===== src/rtl/vc_fifo_arbiter_pkg.sv =====
// ---------------------------------------------------------------------------
// vc_fifo_arbiter_pkg
// Shared definitions for the virtual-channel FIFO arbiter:
//   DATA_W  - width of one packet word
//   NUM_VC  - number of virtual channels
//   IDX_W   - width of a VC index
//   link_state_e - one-hot link-FSM state encodings seen on the 'state' input
// ---------------------------------------------------------------------------
package vc_fifo_arbiter_pkg;

  localparam int DATA_W = 12;
  localparam int NUM_VC = 4;
  localparam int IDX_W  = $clog2(NUM_VC);

  typedef enum logic [3:0] {
    ST_RESET  = 4'b0001,
    ST_INIT   = 4'b0010,
    ST_IDLE   = 4'b0100,
    ST_ACTIVE = 4'b1000
  } link_state_e;

endpackage


===== src/rtl/vc_fifo_arbiter_fifo.sv =====
// ---------------------------------------------------------------------------
// vc_fifo
// Synchronous FIFO for a single virtual channel. The head word is presented
// combinationally from the read pointer so the arbiter can register it on the
// same edge that pops it.
// Ports:
//   clk          - rising-edge clock
//   reset        - asynchronous active-high reset, clears pointers and count
//   flush        - synchronous clear; overrides push and pop on that edge
//   push         - write data_in (ignored while full or flushing)
//   pop          - advance the read pointer (ignored while empty or flushing)
//   data_in      - write data
//   head         - word at the read pointer
//   count        - number of stored words (0..DEPTH)
//   full         - count == DEPTH
//   empty        - count == 0
//   almost_full  - count >= AF_THRESH
// ---------------------------------------------------------------------------
module vc_fifo
  import vc_fifo_arbiter_pkg::*;
#(
  parameter int DEPTH     = 8,
  parameter int AF_THRESH = 6,
  localparam int PTR_W    = $clog2(DEPTH),
  localparam int CNT_W    = PTR_W + 1
) (
  input  logic              clk,
  input  logic              reset,
  input  logic              flush,
  input  logic              push,
  input  logic              pop,
  input  logic [DATA_W-1:0] data_in,
  output logic [DATA_W-1:0] head,
  output logic [CNT_W-1:0]  count,
  output logic              full,
  output logic              empty,
  output logic              almost_full
);

  logic [DATA_W-1:0] mem [DEPTH];
  logic [PTR_W-1:0]  wr_ptr_q, wr_ptr_d;
  logic [PTR_W-1:0]  rd_ptr_q, rd_ptr_d;
  logic [CNT_W-1:0]  count_q, count_d;
  logic              push_ok;
  logic              pop_ok;

  // Status comes only from the registered count, so a push on this edge never
  // makes the FIFO look non-empty to the arbiter until the next cycle.
  assign full        = (count_q == CNT_W'(DEPTH));
  assign empty       = (count_q == '0);
  assign almost_full = (count_q >= CNT_W'(AF_THRESH));
  assign count       = count_q;
  assign head        = mem[rd_ptr_q];

  // A push while full is dropped even when a pop frees a slot on the same edge.
  assign push_ok = push && !full && !flush;
  assign pop_ok  = pop && !empty && !flush;

  always_comb begin
    wr_ptr_d = wr_ptr_q;
    rd_ptr_d = rd_ptr_q;
    count_d  = count_q;
    if (flush) begin
      wr_ptr_d = '0;
      rd_ptr_d = '0;
      count_d  = '0;
    end else begin
      if (push_ok) wr_ptr_d = wr_ptr_q + PTR_W'(1);
      if (pop_ok)  rd_ptr_d = rd_ptr_q + PTR_W'(1);
      count_d = count_q + CNT_W'(push_ok) - CNT_W'(pop_ok);
    end
  end

  always_ff @(posedge clk or posedge reset) begin
    if (reset) begin
      wr_ptr_q <= '0;
      rd_ptr_q <= '0;
      count_q  <= '0;
    end else begin
      wr_ptr_q <= wr_ptr_d;
      rd_ptr_q <= rd_ptr_d;
      count_q  <= count_d;
    end
  end

  // Storage needs no reset: stale entries are never visible past the pointers.
  always_ff @(posedge clk) begin
    if (push_ok) mem[wr_ptr_q] <= data_in;
  end

endmodule


===== src/rtl/vc_fifo_arbiter.sv =====
// ---------------------------------------------------------------------------
// vc_fifo_arbiter
// Buffers packet words for four virtual channels and pops at most one word per
// cycle, round-robin, onto p0..p3 with a one-hot (or idle) valid strobe.
// Ports:
//   clk            - rising-edge clock
//   reset          - asynchronous active-high reset, clears all state
//   state          - one-hot link state; RESET flushes, ACTIVE enables popping
//   push           - per-VC write strobe for data_in0..3
//   data_in0..3    - write data for VC0..VC3
//   p0..p3         - registered last-popped word of each VC
//   valid0..3      - one-cycle pop strobe, at most one set per cycle
//   full / empty / almost_full - per-VC FIFO status
//   overflow       - sticky per-VC flag: a push arrived while that FIFO was full
// ---------------------------------------------------------------------------
module vc_fifo_arbiter
  import vc_fifo_arbiter_pkg::*;
#(
  parameter int DEPTH     = 8,
  parameter int AF_THRESH = 6,
  localparam int CNT_W    = $clog2(DEPTH) + 1
) (
  input  logic              clk,
  input  logic              reset,
  input  logic [3:0]        state,
  input  logic [NUM_VC-1:0] push,
  input  logic [DATA_W-1:0] data_in0,
  input  logic [DATA_W-1:0] data_in1,
  input  logic [DATA_W-1:0] data_in2,
  input  logic [DATA_W-1:0] data_in3,
  output logic [DATA_W-1:0] p0,
  output logic [DATA_W-1:0] p1,
  output logic [DATA_W-1:0] p2,
  output logic [DATA_W-1:0] p3,
  output logic              valid0,
  output logic              valid1,
  output logic              valid2,
  output logic              valid3,
  output logic [NUM_VC-1:0] full,
  output logic [NUM_VC-1:0] empty,
  output logic [NUM_VC-1:0] almost_full,
  output logic [NUM_VC-1:0] overflow
);

  logic [DATA_W-1:0] data_in_arr [NUM_VC];
  logic [DATA_W-1:0] head        [NUM_VC];
  logic [CNT_W-1:0]  count       [NUM_VC];
  logic [DATA_W-1:0] p_q         [NUM_VC];
  logic [DATA_W-1:0] p_d         [NUM_VC];
  logic [NUM_VC-1:0] valid_q, valid_d;
  logic [NUM_VC-1:0] overflow_q, overflow_d;
  logic [IDX_W-1:0]  last_q, last_d;
  logic [NUM_VC-1:0] grant_oh;
  logic [IDX_W-1:0]  grant_idx;
  logic              grant_any;
  logic              flush;
  logic              active;

  assign flush  = (state == ST_RESET);
  assign active = (state == ST_ACTIVE);

  assign data_in_arr[0] = data_in0;
  assign data_in_arr[1] = data_in1;
  assign data_in_arr[2] = data_in2;
  assign data_in_arr[3] = data_in3;

  for (genvar i = 0; i < NUM_VC; i++) begin : g_vc
    vc_fifo #(
      .DEPTH     (DEPTH),
      .AF_THRESH (AF_THRESH)
    ) u_fifo (
      .clk         (clk),
      .reset       (reset),
      .flush       (flush),
      .push        (push[i]),
      .pop         (grant_oh[i]),
      .data_in     (data_in_arr[i]),
      .head        (head[i]),
      .count       (count[i]),
      .full        (full[i]),
      .empty       (empty[i]),
      .almost_full (almost_full[i])
    );
  end

  // Round-robin search starting just after the last granted VC. Offset NUM_VC
  // wraps back to last_q itself, so a lone busy VC can be granted every cycle.
  always_comb begin
    logic [IDX_W-1:0] cand;
    cand      = '0;
    grant_oh  = '0;
    grant_idx = last_q;
    grant_any = 1'b0;
    if (active) begin
      for (int k = 1; k <= NUM_VC; k++) begin
        cand = last_q + IDX_W'(k);
        if (!grant_any && (count[cand] != '0)) begin
          grant_any      = 1'b1;
          grant_idx      = cand;
          grant_oh[cand] = 1'b1;
        end
      end
    end
  end

  // Flush mirrors reset except that overflow history survives it.
  always_comb begin
    for (int i = 0; i < NUM_VC; i++) p_d[i] = p_q[i];
    valid_d    = '0;
    last_d     = last_q;
    overflow_d = overflow_q;
    if (flush) begin
      for (int i = 0; i < NUM_VC; i++) p_d[i] = '0;
      last_d = IDX_W'(NUM_VC - 1);
    end else begin
      overflow_d = overflow_q | (push & full);
      if (grant_any) begin
        p_d[grant_idx] = head[grant_idx];
        valid_d        = grant_oh;
        last_d         = grant_idx;
      end
    end
  end

  always_ff @(posedge clk or posedge reset) begin
    if (reset) begin
      for (int i = 0; i < NUM_VC; i++) p_q[i] <= '0;
      valid_q    <= '0;
      overflow_q <= '0;
      last_q     <= IDX_W'(NUM_VC - 1);
    end else begin
      for (int i = 0; i < NUM_VC; i++) p_q[i] <= p_d[i];
      valid_q    <= valid_d;
      overflow_q <= overflow_d;
      last_q     <= last_d;
    end
  end

  assign p0       = p_q[0];
  assign p1       = p_q[1];
  assign p2       = p_q[2];
  assign p3       = p_q[3];
  assign valid0   = valid_q[0];
  assign valid1   = valid_q[1];
  assign valid2   = valid_q[2];
  assign valid3   = valid_q[3];
  assign overflow = overflow_q;

endmodule


===== config.mk =====
export PLATFORM = sky130hd
export DESIGN_NAME = vc_fifo_arbiter
export DESIGN_NICKNAME = d
export VERILOG_FILES = /design/src/rtl/vc_fifo_arbiter_pkg.sv /design/src/rtl/vc_fifo_arbiter_fifo.sv /design/src/rtl/vc_fifo_arbiter.sv
export SDC_FILE = /design/constraint.sdc
export NUM_CORES = 1
export LEC_CHECK = 0
export BUFFER_PORTS_ARGS = -buffer_cell sky130_fd_sc_hd__buf_2
export CORE_MARGIN = 5
export CORE_UTILIZATION = 45
export CTS_CLUSTER_SIZE = 24
export DETAILED_ROUTE_END_ITERATION = 6
export MAX_ROUTING_LAYER = met4
export PLACE_DENSITY = 0.7
export SYNTH_ARGS = -nofsm -noshare
export SYNTH_HDL_FRONTEND = slang
export SYNTH_SLANG_ARGS = --single-unit

===== constraint.sdc =====
create_clock -name clk -period 10.2 [get_ports clk]
set_input_delay 2.04 -clock clk [delete_from_list [all_inputs] [get_ports clk]]
set_output_delay 2.04 -clock clk [all_outputs]
set_load 0.01 [all_outputs]

# After elaboration in Yosys (flattened, before gate mapping)
# Memories as Yosys holds them, arrays and structs flattened.
# Index checks and enable logic that the tools add are counted.
totals:
  input_bits: 58
  word_cells: 210
  n_memories: 4
  regBits: 98
  ram_bits: 384
mem_list:
  columns: ["memory", "depth", "width", "read_ports", "rd_ports_with_merged_regs", "write_ports", "line_no", "rtl"]
  rows:
  - ["g_vc[0].u_fifo.mem", 8, 12, 1, 0, 1, "vc_fifo_arbiter_fifo.sv:40", "logic [DATA_W-1:0] mem [DEPTH];"]
  - ["g_vc[1].u_fifo.mem", 8, 12, 1, 0, 1, "vc_fifo_arbiter_fifo.sv:40", null]
  - ["g_vc[2].u_fifo.mem", 8, 12, 1, 0, 1, "vc_fifo_arbiter_fifo.sv:40", null]
  - ["g_vc[3].u_fifo.mem", 8, 12, 1, 0, 1, "vc_fifo_arbiter_fifo.sv:40", null]
classes:
  order_cmp: 18
  n_reduce_logical: 53
  eq_ne: 6
  bitwise_logic: 10
  n_addsub: 19
  mux: 81
op_table:
  columns: ["op", "count"]
  rows:
  - ["$mux W48", 2]
  - ["$mux W4", 22]
  - ["$bwmux W48", 1]
  - ["$mux W3", 16]
  - ["$mux W12", 3]
  - ["$bmux W4 S2", 4]
  - ["$add A3 B1 Y3 const B", 8]
  - ["$bmux W12 S2", 1]
  - ["$demux W12 S2", 1]
  - ["$logic_and A1 B1 Y1", 24]
  - ["$eq A4 B4 Y1 const B", 5]
  - ["$mux W1", 20]
  - ["$reduce_bool A2 Y1", 9]
  - ["$add A4 B1 Y4", 4]
  - ["$ge A4 B3 Y1 const B", 4]
  - ["$logic_not A4 Y1", 4]
  - ["$or A4 B4 Y4", 4]
  - ["$reduce_bool A4 Y1", 4]
  - ["$sub A4 B1 Y4", 4]
  - ["$ge A3 B3 Y1 const B", 5]
  - ["$not A2 Y3", 5]
  - ["$mux W2", 7]
  - ["$logic_not A1 Y1", 12]
  - ["$lt A2 B3 Y1 const B", 4]
  - ["other kinds (7)", 14]

# Depth between registers and ports, before layout
logic_depth:
  depth_word: 28
  mapped_depth: 17

# Hierarchy
# A second synthesis with hierarchy kept.
unflattened:
  hier_cells: 1172
  area_unflattened_um2: 20520.9
by_module_without_submodules:
  columns: ["mod", "cells_each", "area_per_inst_um2", "n_inst", "seq_area_each_um2"]
  rows:
  - ["vc_fifo (g_vc[2].u_fifo ...)", 218, 4388.0, 2, 3133.0]
  - ["vc_fifo (g_vc[0].u_fifo ...)", 218, 4384.2, 2, 3133.0]
  - ["vc_fifo_arbiter", 300, 2976.6, 1, 1453.9]

# Worst setup path before layout
# OpenSTA, ideal clock, no wires.
synth_timing:
  path_kind: "register to register"
  startpoint: "register last_q[0]"
  endpoint: "register g_vc[0].u_fifo.count_q[1]"
  path_buffers: 4
  arrival_ns: 4.428
  setup_slack_ns: 5.639
  setup_time_ns: 0.132
  path_stages_with_launch: 16
  period_less_slack_ns: 4.561
  required_ns: 10.068
  path_cell_list: "dfstp_2 > clkbuf_1 > clkinv_1 > clkbuf_1 > clkbuf_1 > clkbuf_1 > ha_1 > mux4_2 > nor2_1 > a22oi_1 > a311oi_2 > ha_1 > inv_1 > ha_1 > fa_1 > nor2b_1"
synth_between:
  elab_chain_len: 24
  word_cells_on_any_way: 70
  classes_between: "add/sub: 4; order compare: 8; mux: 35; bitwise: 7; reduce/logical: 16"
synth_rtl:
  columns: ["item", "line_no", "rtl"]
  rows:
  - ["start, declared", "vc_fifo_arbiter.sv:52", "logic [IDX_W-1:0] last_q, last_d;"]
  - ["start signal, assigned", "vc_fifo_arbiter.sv:130", "last_q <= IDX_W'(NUM_VC - 1);"]
  - ["start signal, assigned", "vc_fifo_arbiter.sv:135", "last_q <= last_d;"]
  - ["parallel branches: the longest is 18 deep, another holds $lt A2 B3 Y1", null, null]
  - ["$mux W4 (*)", "vc_fifo_arbiter.sv:97", "if (!grant_any && (count[cand] != '0)) begin"]
  - ["$mux W4 (*)", "vc_fifo_arbiter.sv:94", "if (active) begin"]
  - ["$logic_and A1 B1 Y1 (*) (2 in a row)", "vc_fifo_arbiter_fifo.sv:57", "assign pop_ok = pop && !empty && !flush;"]
  - ["$sub A4 B1 Y4 (*)", "vc_fifo_arbiter_fifo.sv:70", "count_d = count_q + CNT_W'(push_ok) - CNT_W'(pop_ok);"]
  - ["$mux W4 (*)", "vc_fifo_arbiter_fifo.sv:63", "if (flush) begin"]
  - ["net g_vc[0].u_fifo.count_d[1]", "vc_fifo_arbiter_fifo.sv:43", "logic [CNT_W-1:0] count_q, count_d;"]
  - ["end signal, assigned", "vc_fifo_arbiter_fifo.sv:82", "count_q <= count_d;"]
  - ["end, declared", "vc_fifo_arbiter_fifo.sv:43", null]
# Mark *: on every way through the listed nets, which the timed path passes. The select of a mux whose other input is x is not followed.
# A chain may end at the register's enable or synchronous reset.

# Final worst setup path
layout_timing:
  startpoint: "input port state[1]"
  endpoint: "register p_q, in the netlist p3[1]"
layout_between:
  elab_chain_len: 10
  word_cells_on_any_way: 17
  classes_between: "order compare: 2; eq/ne: 2; mux: 10; bitwise: 1; reduce/logical: 2"
layout_rtl:
  columns: ["item", "line_no", "rtl"]
  rows:
  - ["start, declared", "vc_fifo_arbiter.sv:25", "input logic [3:0] state,"]
  - ["$eq A4 B4 Y1", "vc_fifo_arbiter.sv:60", "assign active = (state == ST_ACTIVE);"]
  - ["$mux W2", "vc_fifo_arbiter.sv:94", null]
  - ["$not A2 Y3 (not written as such)", "vc_fifo_arbiter.sv:118", "p_d[grant_idx] = head[grant_idx];"]
  - ["$ge A3 B3 Y1 (not written as such) or $lt A3 B1 Y1 (tied branches)", "vc_fifo_arbiter.sv:118", null]
  - ["$logic_and A1 B1 Y1 (not written as such)", "vc_fifo_arbiter.sv:118", null]
  - ["$mux W12 (not written as such)", "vc_fifo_arbiter.sv:118", null]
  - ["$demux W12 S2", "vc_fifo_arbiter.sv:118", null]
  - ["$bwmux W48", "vc_fifo_arbiter.sv:118", null]
  - ["$mux W48", "vc_fifo_arbiter.sv:117", "if (grant_any) begin"]
  - ["$mux W48", "vc_fifo_arbiter.sv:112", "if (flush) begin"]
  - ["end, declared", "vc_fifo_arbiter.sv:48", "logic [DATA_W-1:0] p_q [NUM_VC];"]
# Parallel ways exist; a longest one is shown, timed or not. The select of a mux whose other input is x is not followed.

==> out/results.txt <==
Synth area leader: edfxtp_1
Worst Max-Slew Pin Slew: 1.28 ns
M1 wire length: 20000 µm
Leak Pwr: 0.00869 µW
Synth Area in Simple Gates: 8.04%
Per-cell routed wire length: 22.3 µm
Post-Place Setup Slack: 4.78 ns
Crit path DAT: 5.43 ns
Cells after Synth: 1380
Post-Syn Nets: 1486
Clock Tree Root: clkbuf_16
MaxCap Viol Count: 0
Min cycle time layout: 4.94 ns
Input/output buffers: 125
Synthesized area: 21300 µm²
# DRC: 0
Sequential-to-total area share from yosys stat: 65.6%
Worst setup SP type: primary input
Skew final: 0.0154 ns
Nets: 1612
Die Y: 228 µm
FMAX: 202 MHz
Finish-stage setup viols: 0
Synth cell types: 61
Share of layout cells above drive strength 1: 24.8%
WS Path Type: in -> reg
Die area: 51800 µm²
Global route total overflow: 0
Starting density of the core: 45.7%
Antenna violations before repair: 2
Top Metal Used: met4
CP required: 10.69 ns
Largest buffer count on any clock path: 3
Period utilization: 48.4%
Synth area leaders: edfxtp_1, dfrtp_1, mux4_2
Setup bufs post-CTS: 0
FFs w/ async S/R, synth: 20.3%
# clock sinks: 482
Max FO, Critical Path: 17
Avg Cell Area, Syn: 15.4 µm²
Final worst setup slack: 5.26 ns
Vias in the first global route: 12.5k
Yosys warns: 0
FF-to-FF setup slack: 5.51 ns
CTS tree: done
DIE WIDTH: 228 µm
Synth Area in Adders: 2.96%
Max incr delay on CP: 0.98 ns
Main combinational cell family by area after synthesis: multiplexers
Top cell type's share of synthesized area: 54.1%
Clock transition at path regs: 0.06 ns
Ys flop type: edfxtp_1
Area delta synth->final: 13.7%
Pwr Density: 259 nW/µm²
Clock latency on the worst-skew pair: 0.59 ns
H-tree depth: 2
Post-synth EDFFs: 384
Pre-Repair DR Iteration Count: 7
Cts bufs inserted: 49
Routed vias/inst: 5.82
Mux cell area share after synthesis: 13.5%
Gpl congestion: 0.846
Core Rows: 79
Slew headroom: 14.6%
Setup TNS: 0 ns
Post-synth top cells: edfxtp_1, nand2_1, mux4_2
CTS Hold Bufs: 0
Slowest cell on crit path: a21oi_1
Pin count of the biggest net entering global routing: 86
First-pass GRT wire length: 73600 µm
Wirelength, routed: 48000 µm
GRT Overall Usage: 19.1%
Critical path endpoint category: flop
Top-count cell post-synth: edfxtp_1
Post-Synth XOR/XNOR Area: 0.699%
Max VDD drop: 0.168 mV
Core ar.: 46700 µm²
CP Cell Sequence: buf_2 > nor4b_2 > buf_4 > o2111ai_4 > a21oi_1 > o21ai_1 > or2_1 > o31ai_2
Fin. Hold Viols: 0
Routed via count: 12.6k
Met2 routed WL: 23200 µm
I/O Pins: 126
Compound-Gate Fraction of Synth Area: 6.52%
Post-CTS sizing: 0
Synthesis-stage register bit count: 482
Number of DRC markers in iteration 0: 1099
Status: completed
RSZ-0062 raised after global routing: no
Metal3 WL: 3740 µm
Hold WS: 0.465 ns
HP Class: reg -> reg
Max-slew violation count: 0
Antenna viol nets, final: 0
Hpwl dp: 31400 µm
[sequential cells by signal, indices dropped and copies added (netlist names)]
name,count
last_q,2
valid_q,4
g_vc.u_fifo.count,16
g_vc.u_fifo.wr_ptr_q,12
overflow,4
p3,12
p0,12
g_vc.u_fifo.rd_ptr_q,12
g_vc.u_fifo.mem,384
p1,12
p2,12
[power breakdown]
part           internal (µW)  switching (µW)  total [µW]
clock                    990             748        1740
sequential              2490             215        2700
combinational            755            1070        1820
[cell usage in the layout, fill, tap and decap left out, types with 5 or more instances in the layout]
cell type / count
o31ai_2: 9
mux4_2: 99
dfrtp_1: 96
nor3_1: 16
or3_1: 5
clkinv_2: 11
or4_1: 5
clkinv_1: 11
buf_2: 125
nand4_1: 22
nor2b_1: 11
a21oi_1: 15
nand3_1: 73
xor2_1: 8
ha_1: 44
mux2i_1: 64
and2_1: 8
a211oi_1: 6
nand2_1: 126
nor2_1: 62
a311oi_1: 11
inv_1: 29
o31ai_1: 16
edfxtp_1: 384
clkbuf_16: 49
o211ai_1: 37
a21o_1: 5
a31oi_1: 7
o21ai_1: 14
nor4_1: 11
xnor2_1: 9
o21ai_0: 11
o221ai_1: 12
buf_4: 50
nand2b_1: 8
a221oi_1: 9
clkbuf_1: 9
[logic make-up after synthesis]
family | count (synthesis)
compound gates | 177
xor+xnor | 17
fa+ha+maj | 48
buf+inv | 133
flops | 482
mux | 164
simple gates | 359
[worst max-delay path, delay by kind of cell]
kind / cells / cell delay (ns)
AOI/OAI and AO/OA: 4 / 2.12
buffers and inverters: 2 / 0.41
and+or+nand+nor: 2 / 0.83
[cell type report]
type                       instances  area [µm²]
antenna                            2        5.00
clock inverter                    34         302
multi-input combinational        765        6790
tap                              607         759
fill                            3782       22400
sequential                       482       14000
inverter                          33         126
clock buffer                      58        1260
timing repair buffer             175        1000
[per-stage QoR]
stage | cell area [µm²] | util (%) | cells | power, µW
after floorplan | 21300 | - | 1380 | 3990
after global placement | 22700 | 48.6 | 2062 | 4500
after detailed placement | 22700 | 48.6 | 2062 | 4580
after CTS | 24200 | 51.9 | 2154 | 6330
after global routing | 24200 | 51.9 | 2156 | 6620
final | 24200 | 51.9 | 2156 | 6270
[path summary, 6_finish.rpt]
| kind | from | endpoint | cells past startpoint |
|---|---|---|---|
| max in group asynchronous | reset | overflow[2] | 3 |
| worst max-delay path | state[1] | p3[1] | 8 |
| worst min-delay path | overflow[0] | overflow[0] | 1 |
| worst min register to register | overflow[0] | overflow[0] | 1 |
| min in group asynchronous | reset | overflow[3] | 2 |
| worst max register to register | last_q[1] | p3[1] | 8 |
[per-layer routing]
| metal | up-vias | global-route usage (%) |
|---|---|---|
| li1 | 5678 | - |
| met1 | 6408 | 25.2 |
| met2 | 392 | 30.0 |
| met3 | 76 | 4.40 |
| met4 | 0 | 5.34 |
| met5 | - | - |
Note: power is estimated with default switching activity, not from simulation.
